==> config.mk <==
export PLATFORM = sky130hd
export DESIGN_NAME = multdiv_divider
export DESIGN_NICKNAME = d
export VERILOG_FILES = /design/src/rtl/multdiv_divider_pkg.sv /design/src/rtl/multdiv_divider_div_step_counter.sv /design/src/rtl/multdiv_divider.sv
export SDC_FILE = /design/constraint.sdc
export NUM_CORES = 1
export LEC_CHECK = 0
export ABC_AREA = 1
export BUFFER_PORTS_ARGS = -buffer_cell sky130_fd_sc_hd__buf_2
export CORE_ASPECT_RATIO = 1.4
export CORE_UTILIZATION = 61
export DETAILED_ROUTE_END_ITERATION = 8
export PLACE_DENSITY = 0.86
export SLEW_MARGIN = 10
export SYNTH_ARGS = -nofsm -noshare
export SYNTH_HDL_FRONTEND = slang
export SYNTH_SLANG_ARGS = --single-unit
==> constraint.sdc <==
create_clock -name clock -period 2.9 [get_ports clock]
set_input_delay 0.58 -clock clock [delete_from_list [all_inputs] [get_ports clock]]
set_output_delay 0.58 -clock clock [all_outputs]
set_load 0.01 [all_outputs]
==> src/rtl/multdiv_divider_pkg.sv <==
// Shared multdiv definitions: operand width, divider FSM states and the
// boundary constants also used by the multiplier.
package multdiv_divider_pkg;

    localparam int unsigned WIDTH = 32;
    localparam int unsigned CNT_W = $clog2(WIDTH) + 1;

    localparam logic [WIDTH-1:0] INT_MIN = {1'b1, {(WIDTH-1){1'b0}}};
    localparam logic [WIDTH-1:0] NEG_ONE = '1;

    typedef enum logic [1:0] {
        IDLE,
        RUN,
        FIX
    } div_state_e;

endpackage

==> src/rtl/multdiv_divider_div_step_counter.sv <==
// Iteration counter for the divider: cleared on start, advances in RUN and
// flags the last quotient bit.
module div_step_counter #(
    parameter int unsigned CNT_W = 6,
    parameter int unsigned LAST  = 31
) (
    input  logic clock,
    input  logic reset_n,
    input  logic clear,
    input  logic enable,
    output logic terminal
);

    logic [CNT_W-1:0] count;

    always_ff @(posedge clock or negedge reset_n) begin
        if (!reset_n) begin
            count <= '0;
        end else if (clear) begin
            count <= '0;
        end else if (enable) begin
            count <= count + 1'b1;
        end
    end

    assign terminal = (count == CNT_W'(LAST));

endmodule

==> src/rtl/multdiv_divider.sv <==
// Iterative signed restoring divider: one quotient bit per clock on operand
// magnitudes, followed by a single sign-correction cycle.
module multdiv_divider
    import multdiv_divider_pkg::*;
(
    input  logic             clock,
    input  logic             reset_n,
    input  logic             ctrl_div,
    input  logic [WIDTH-1:0] operand_a,
    input  logic [WIDTH-1:0] operand_b,
    output logic [WIDTH-1:0] result,
    output logic [WIDTH-1:0] remainder,
    output logic             exception,
    output logic             result_rdy,
    output logic             busy
);

    div_state_e state, state_next;

    logic [WIDTH-1:0] rem;
    logic [WIDTH-1:0] quo;
    logic [WIDTH-1:0] divisor;
    logic             sign_a;
    logic             sign_b;
    logic             zero_div;
    logic             overflow;
    logic             terminal;

    logic [WIDTH-1:0] a_abs;
    logic [WIDTH-1:0] b_abs;
    logic [WIDTH:0]   shifted;
    logic [WIDTH:0]   trial;

    // Negating INT_MIN yields the same bit pattern, read as unsigned 2^31.
    assign a_abs = operand_a[WIDTH-1] ? -operand_a : operand_a;
    assign b_abs = operand_b[WIDTH-1] ? -operand_b : operand_b;

    assign shifted = {rem, quo[WIDTH-1]};
    assign trial   = shifted - {1'b0, divisor};

    assign busy = (state != IDLE);

    div_step_counter #(
        .CNT_W (CNT_W),
        .LAST  (WIDTH - 1)
    ) u_step_counter (
        .clock    (clock),
        .reset_n  (reset_n),
        .clear    (ctrl_div),
        .enable   ((state == RUN) && !ctrl_div),
        .terminal (terminal)
    );

    always_ff @(posedge clock or negedge reset_n) begin
        if (!reset_n) begin
            state <= IDLE;
        end else begin
            state <= state_next;
        end
    end

    always_comb begin
        state_next = state;
        if (ctrl_div) begin
            state_next = (operand_b == '0) ? FIX : RUN;
        end else begin
            case (state)
                RUN:     if (terminal) state_next = FIX;
                FIX:     state_next = IDLE;
                default: state_next = IDLE;
            endcase
        end
    end

    // A start has priority over RUN/FIX work, which silently aborts them.
    always_ff @(posedge clock or negedge reset_n) begin
        if (!reset_n) begin
            rem        <= '0;
            quo        <= '0;
            divisor    <= '0;
            sign_a     <= 1'b0;
            sign_b     <= 1'b0;
            zero_div   <= 1'b0;
            overflow   <= 1'b0;
            result     <= '0;
            remainder  <= '0;
            exception  <= 1'b0;
            result_rdy <= 1'b0;
        end else begin
            result_rdy <= 1'b0;
            if (ctrl_div) begin
                rem      <= '0;
                quo      <= a_abs;
                divisor  <= b_abs;
                sign_a   <= operand_a[WIDTH-1];
                sign_b   <= operand_b[WIDTH-1];
                zero_div <= (operand_b == '0);
                overflow <= (operand_a == INT_MIN) && (operand_b == NEG_ONE);
            end else begin
                case (state)
                    RUN: begin
                        rem <= trial[WIDTH] ? shifted[WIDTH-1:0] : trial[WIDTH-1:0];
                        quo <= {quo[WIDTH-2:0], ~trial[WIDTH]};
                    end
                    FIX: begin
                        if (zero_div) begin
                            result    <= '0;
                            remainder <= '0;
                        end else begin
                            result    <= (sign_a ^ sign_b) ? -quo : quo;
                            remainder <= sign_a ? -rem : rem;
                        end
                        exception  <= zero_div | overflow;
                        result_rdy <= 1'b1;
                    end
                    default: ;
                endcase
            end
        end
    end

endmodule

* After elaboration in Yosys (flattened, before gate mapping)
Index checks and enable logic that the tools add are counted.
** Word-level totals
- Bits in registers :: 174
- Input port bits :: 67
- Output and inout port bits :: 67
- Word-level logic and storage cells :: 56
** Operators by class
- Add/sub/neg operators :: 6
- Eq/ne operators :: 6
- Muxes and demuxes :: 19
- Bitwise operators :: 4
- Reduce and logical (&&, ||, !) cells :: 8
** Operators by type and width (count)
- 2-to-1 mux 32 bit :: 11
- negator 32 bit :: 4
- == test 32 bit, second input constant :: 2
- subtractor 33 x 32 -> 33 bit :: 1
- zero test 32 bit :: 1
- 2-to-1 mux 6 bit :: 2
- 2-to-1 mux 2 bit :: 4
- adder 6 x 1 -> 6 bit, second input constant :: 1
- == test 6 x 5 -> 1 bit, second input constant :: 1
- nonzero test 2 bit :: 3
- inequality test 3 bit, second input constant :: 1
- == test 2 x 1 -> 1 bit, second input constant :: 1
- == test 2 bit, second input constant :: 1
- logical AND 1 bit :: 2
- 2-to-1 mux 1 bit :: 2
- NOT 1 bit :: 2
- AND reduction 2 bit :: 1
- zero test 1 bit :: 1
- bitwise OR 1 bit :: 1
- bitwise XOR 1 bit :: 1

* Longest topological paths before layout
- Word-level depth :: 4
- Mapped depth :: 18
- Depth with buffers taken out :: 17

* Hierarchy
A second synthesis with hierarchy kept.
** Second synthesis, totals
- Cell total of the unflattened synthesis :: 2102
- Area, all modules :: 13559.3 um^2
** Modules (own cells, without submodules)
- multdiv_divider :: instances 1, cells an instance 2060, area each 13241.4 um^2, sequential area each 4204.0 um^2
- div_step_counter :: instances 1, cells an instance 42, area each 317.8 um^2, sequential area each 150.1 um^2

* Least setup slack after synthesis
No wires, ideal clock.
- Path kind :: register to register
- From :: register quo[31]
- To :: register rem[15]
- Setup time :: 0.117 ns
- Arrival :: 2.030 ns
- Data required time :: 2.783 ns
- Path slack :: 0.753 ns
- Cell stages (with the launch flop) :: 17
- Buffers on the path :: 1
- Period minus slack after synthesis :: 2.147 ns
- Path through :: dfrtp_1 -> inv_1 -> ha_1 -> fa_1 -> inv_1 -> nand2_1 -> nand2_1 -> nand3_1 -> nand2_2 -> nand2_2 -> nand2_2 -> nand2_4 -> nand3_4 -> buf_2 -> nand3_1 -> nand3_1 -> nand2_1
** On the way
- Word-level cells in the longest chain between the ends :: 4
** Ends and longest elaborated chain
- start, declared :: RTL line multdiv_divider.sv:21 : logic [WIDTH-1:0] quo;
- start signal, assigned :: RTL line multdiv_divider.sv:93 : quo <= a_abs;
- start signal, assigned :: RTL line multdiv_divider.sv:103 : quo <= {quo[WIDTH-2:0], ~trial[WIDTH]};
- subtractor 33 x 32 -> 33 bit :: RTL line multdiv_divider.sv:39 : assign trial = shifted - {1'b0, divisor};
- 2-to-1 mux 32 bit :: RTL line multdiv_divider.sv:102 : rem <= trial[WIDTH] ? shifted[WIDTH-1:0] : trial[WIDTH-1:0];
- 2-to-1 mux 32 bit :: RTL line multdiv_divider.sv:100 : case (state)
- 2-to-1 mux 32 bit :: RTL line multdiv_divider.sv:91 : if (ctrl_div) begin
- end signal, assigned :: RTL line multdiv_divider.sv:102
- end, declared :: RTL line multdiv_divider.sv:20 : logic [WIDTH-1:0] rem;
Every way passes these cells. The select of a mux whose other input is x is not followed.
A chain may end at the register's enable or synchronous reset.

* Final worst setup path
- From :: register quo[31]
- To :: register rem[16]
Same word-level chain as after synthesis.

==> summary.md <==
| Metric | Value |
|---|---|
| Post-synth ARST share | `1.00` |
| TritonCTS clock tree | `yes` |
| Initial antenna violation count | `0` |
| Setup Skew | `0.0253 ns` |
| Seq/Total Area, Yosys | `0.327` |
| Iter 0 DRT Violations | `1,366` |
| Post-DP Area | `0.0143 mm2` |
| Final net count | `2,307` |
| R2R setup slack | `0.23 ns` |
| Fmax | `375 MHz` |
| R2R depth | `17` |
| Crit path DAT | `3.01 ns` |
| Drt drc | `0` |
| CP top delay family | `simple AND/OR/NAND/NOR gates` |
| Router iterations before antenna repair | `6` |
| Number of global-route vias before repair | `14,121` |
| R2R Path End | `rem[16]` |
| Diodes inserted | `0` |
| Gr usage total | `0.427` |
| Avg WL per Cell | `18.8 um` |
| Via/cell ratio | `5.95` |
| Dominant cells by area after synthesis | `dfrtp_1 33%, nand2_1 19%, inv_1 8.6%, nand3_1 8.4%, o21ai_0 4.7%` |
| Final instance area | `0.0148 mm2` |
| Max transition margin | `0.428` |
| Pin slew with the least headroom to its limit | `0.857 ns` |
| Area grow syn2layout | `11.3%` |
| Top FF cell, synth | `dfrtp_1` |
| Root buf cell | `clkbuf_16` |
| Worst Path Max Fanout | `11` |
| H-tree level count | `4` |
| Vias | `14,721` |
| Flip-flop and latch count after synthesis | `174` |
| Post-route ant nets | `0` |
| CTS Buf Count | `17` |
| Minimum clock period after layout | `2.67 ns` |
| Initial core utilization | `0.626` |
| Share of post-route cells with drive strength above 1 | `0.108` |
| CP required | `3.25 ns` |
| Worst path slowest cell | `fa_1` |
| Largest net degree at the start of global routing | `64` |
| Crit share post-route | `0.921` |
| GRT overflow | `0` |
| Pwr/cell area | `497 mW/mm2` |
| Max IR drop VDD | `454 uV` |
| Setup Viol. Count Final | `0` |
| Post-synth cell types | `54` |
| Area of the core | `0.0213 mm2` |
| IO Pins | `134` |
| Post-synth EDFFs | `0` |
| Synthesized Nets | `2,194` |
| Startpoint types | `flop` |
| Die width | `127 um` |
| Setup CP Type | `reg2reg` |
| Yosys warning count | `0` |
| CTS clk-pin slew, worst paths | `0.07 ns` |
| IO buf count | `133` |
| Largest stage delay on the critical path | `0.42 ns` |
| Routed WL | `46,500 um` |
| Num rows | `63` |
| Min-delay worst type | `in2async` |
| Synth Instances | `2,088` |
| Filler instances | `1,917` |
| Clock sink count | `174` |
| Syn Std Cell Area | `0.0133 mm2` |
| Worst Path Buf+Inv | `2` |
| Max clock buf depth | `2` |
| Final Wtd Congestion | `1.04` |
| First-pass GRT wire length | `72,900 um` |
| Hold Violations, Final | `0` |
| Lkg Pwr | `0.00826 uW` |
| Post-synth top area share | `0.327` |
| Status | `finished, final reports clean` |
| Syn Area/Cell | `6.38 um2` |
| Worst r2r src | `quo[31]` |
| Placed wire-length estimate | `35,800 um` |
| CP most frequent cell | `nand2_1` |
| Max-cap check violation count | `0` |
| Synth area leader | `dfrtp_1` |
| Hold buffers post-CTS | `0` |
| RSZ-0062 raised after global routing | `false` |
| Die area | `0.0225 mm2` |
| Setup TNS | `0 ns` |
| Slew Viols, Final | `0` |
| CP Capture Type | `flop` |
| Die Y | `177 um` |
| CP Cell Sequence | `inv_1 -> ha_1 -> fa_1 -> inv_1 -> nand2_1 -> nand2_1 -> nand3_1 -> nand2_2 -> nand2_2 -> nand2_2 -> nand2_4 -> nand2_4 -> nand2_1 -> nand2_2 -> nand2_1 -> nand3_1 -> nand2_1` |
| Clk_lat worst skew | `0.46 ns` |
==> metal layers <==
metal	part of all wire	global-route usage	wire, um
met2	0.48	0.726	22500
met4	0.093	0.356	4310
met3	0.072	0.0762	3340
met5	0	0	0
met1	0.35	0.463	16400
==> cells in the final DEF (no fill, tap or decap), types with 4 or more instances in the layout <==
| cell type | count |
|---|---|
| nand2_1 | 674 |
| inv_1 | 305 |
| nand3_1 | 224 |
| dfrtp_1 | 174 |
| nor2_1 | 148 |
| buf_2 | 132 |
| o21ai_0 | 125 |
| a21oi_1 | 73 |
| nor3_1 | 46 |
| ha_1 | 38 |
| nand4_1 | 36 |
| buf_4 | 22 |
| xor2_1 | 20 |
| clkbuf_16 | 17 |
| o221ai_1 | 16 |
| o21ai_1 | 13 |
| nand3b_1 | 12 |
| o22ai_1 | 12 |
| nand2_2 | 9 |
| o21bai_1 | 9 |
| or2_2 | 9 |
| o211ai_1 | 9 |
| xnor2_1 | 8 |
| nor2_2 | 6 |
| inv_2 | 5 |
| nor4_1 | 5 |
| inv_6 | 5 |
| nand2_4 | 4 |
| and2_1 | 4 |
| nand3_2 | 4 |
| a32o_1 | 4 |
| o31ai_1 | 4 |
==> state kept, by name, summed over array words and instances, names as in the netlist <==
name,flops
state,2
u_step_counter.count,6
result_rdy,1
rem,32
zero_div,1
result,32
quo,32
divisor,32
sign_a,1
overflow,1
sign_b,1
exception,1
remainder,32
==> area by class of cell <==
| class | count | area [um2] | area share |
|---|---|---|---|
| well taps | 260 | 325 | 0.0219 |
| flip-flops and latches | 174 | 4350 | 0.293 |
| inverters | 311 | 1170 | 0.0787 |
| clock buffers | 19 | 453 | 0.0305 |
| repair buffers | 158 | 897 | 0.0605 |
| multi-input cells | 1539 | 7520 | 0.507 |
| clock inverters | 13 | 120 | 0.00810 |
==> worst register-to-register path: stages, from the launching register on <==
cell	delay, ns
dfrtp_1	0.36
inv_1	0.10
ha_1	0.24
fa_1	0.42
inv_1	0.11
nand2_1	0.05
nand2_1	0.07
nand3_1	0.08
nand2_2	0.11
nand2_2	0.06
nand2_2	0.09
nand2_4	0.08
nand2_4	0.08
nand2_1	0.25
nand2_2	0.26
nand2_1	0.09
nand3_1	0.08
nand2_1	0.06
==> worst max path at each step <==
| stage | startpoint | cells after the start | end |
|---|---|---|---|
| final | quo[31] | 17 | rem[16] |
| after global routing | quo[31] | 17 | rem[16] |
| after CTS | quo[31] | 17 | rem[16] |
| after detailed placement | quo[31] | 17 | rem[16] |
| after global placement | quo[31] | 17 | rem[2] |
| after floorplan | quo[31] | 16 | rem[15] |
==> power breakdown <==
part / internal, uW / total [uW] / switching [uW] / leakage [uW]
logic: 695 / 2120 / 1420 / 0.00573
clock network: 1180 / 2260 / 1080 / 0.000284
registers: 2750 / 3000 / 248 / 0.00225
total: 4630 / 7380 / 2760 / 0.00826
==> per-stage QoR <==
stage	hold WS (ns)	power (uW)	util	cells	worst slack, ns
global placement	0.459	5040	0.670	2442	0.384
detailed placement	0.463	5090	0.670	2442	0.278
floorplan	0.284	4250	-	2088	0.753
global route	0.163	7710	0.697	2474	0.0240
CTS	0.151	7320	0.697	2474	0.249
finish	0.109	7380	0.697	2474	0.230
==> repair_timing <==
action,CTS,global route
setup buffers,0,0
gates resized for setup,0,1
setup endpoints to repair,0,1
==> cells in the mapped netlist (2+ instances only) <==
library cell / count
a21o_1: 3
a21oi_1: 73
a32o_1: 4
and2_1: 4
and3_1: 2
buf_1: 5
buf_2: 19
buf_4: 3
buf_6: 3
clkbuf_1: 33
dfrtp_1: 174
ha_1: 38
inv_1: 306
inv_2: 4
nand2_1: 674
nand2_2: 9
nand2_4: 4
nand3_1: 224
nand3_2: 4
nand3b_1: 12
nand4_1: 36
nor2_1: 150
nor2_2: 4
nor2_4: 3
nor3_1: 46
nor3_2: 2
nor4_1: 5
o211ai_1: 9
o21a_1: 2
o21ai_0: 125
o21ai_1: 13
o21bai_1: 9
o221ai_1: 16
o22ai_1: 12
o31ai_1: 4
or2_2: 9
xnor2_1: 9
xor2_1: 20
==> logic make-up after synthesis <==
kind of cell    count (synthesis)  synth area share
compound gates                277             0.119
xor+xnor                       29            0.0191
fa+ha+maj                      39            0.0372
buf+inv                       375             0.110
flops                         174             0.327
simple gates                 1194             0.388
Note: power is estimated with default switching activity, not from simulation.
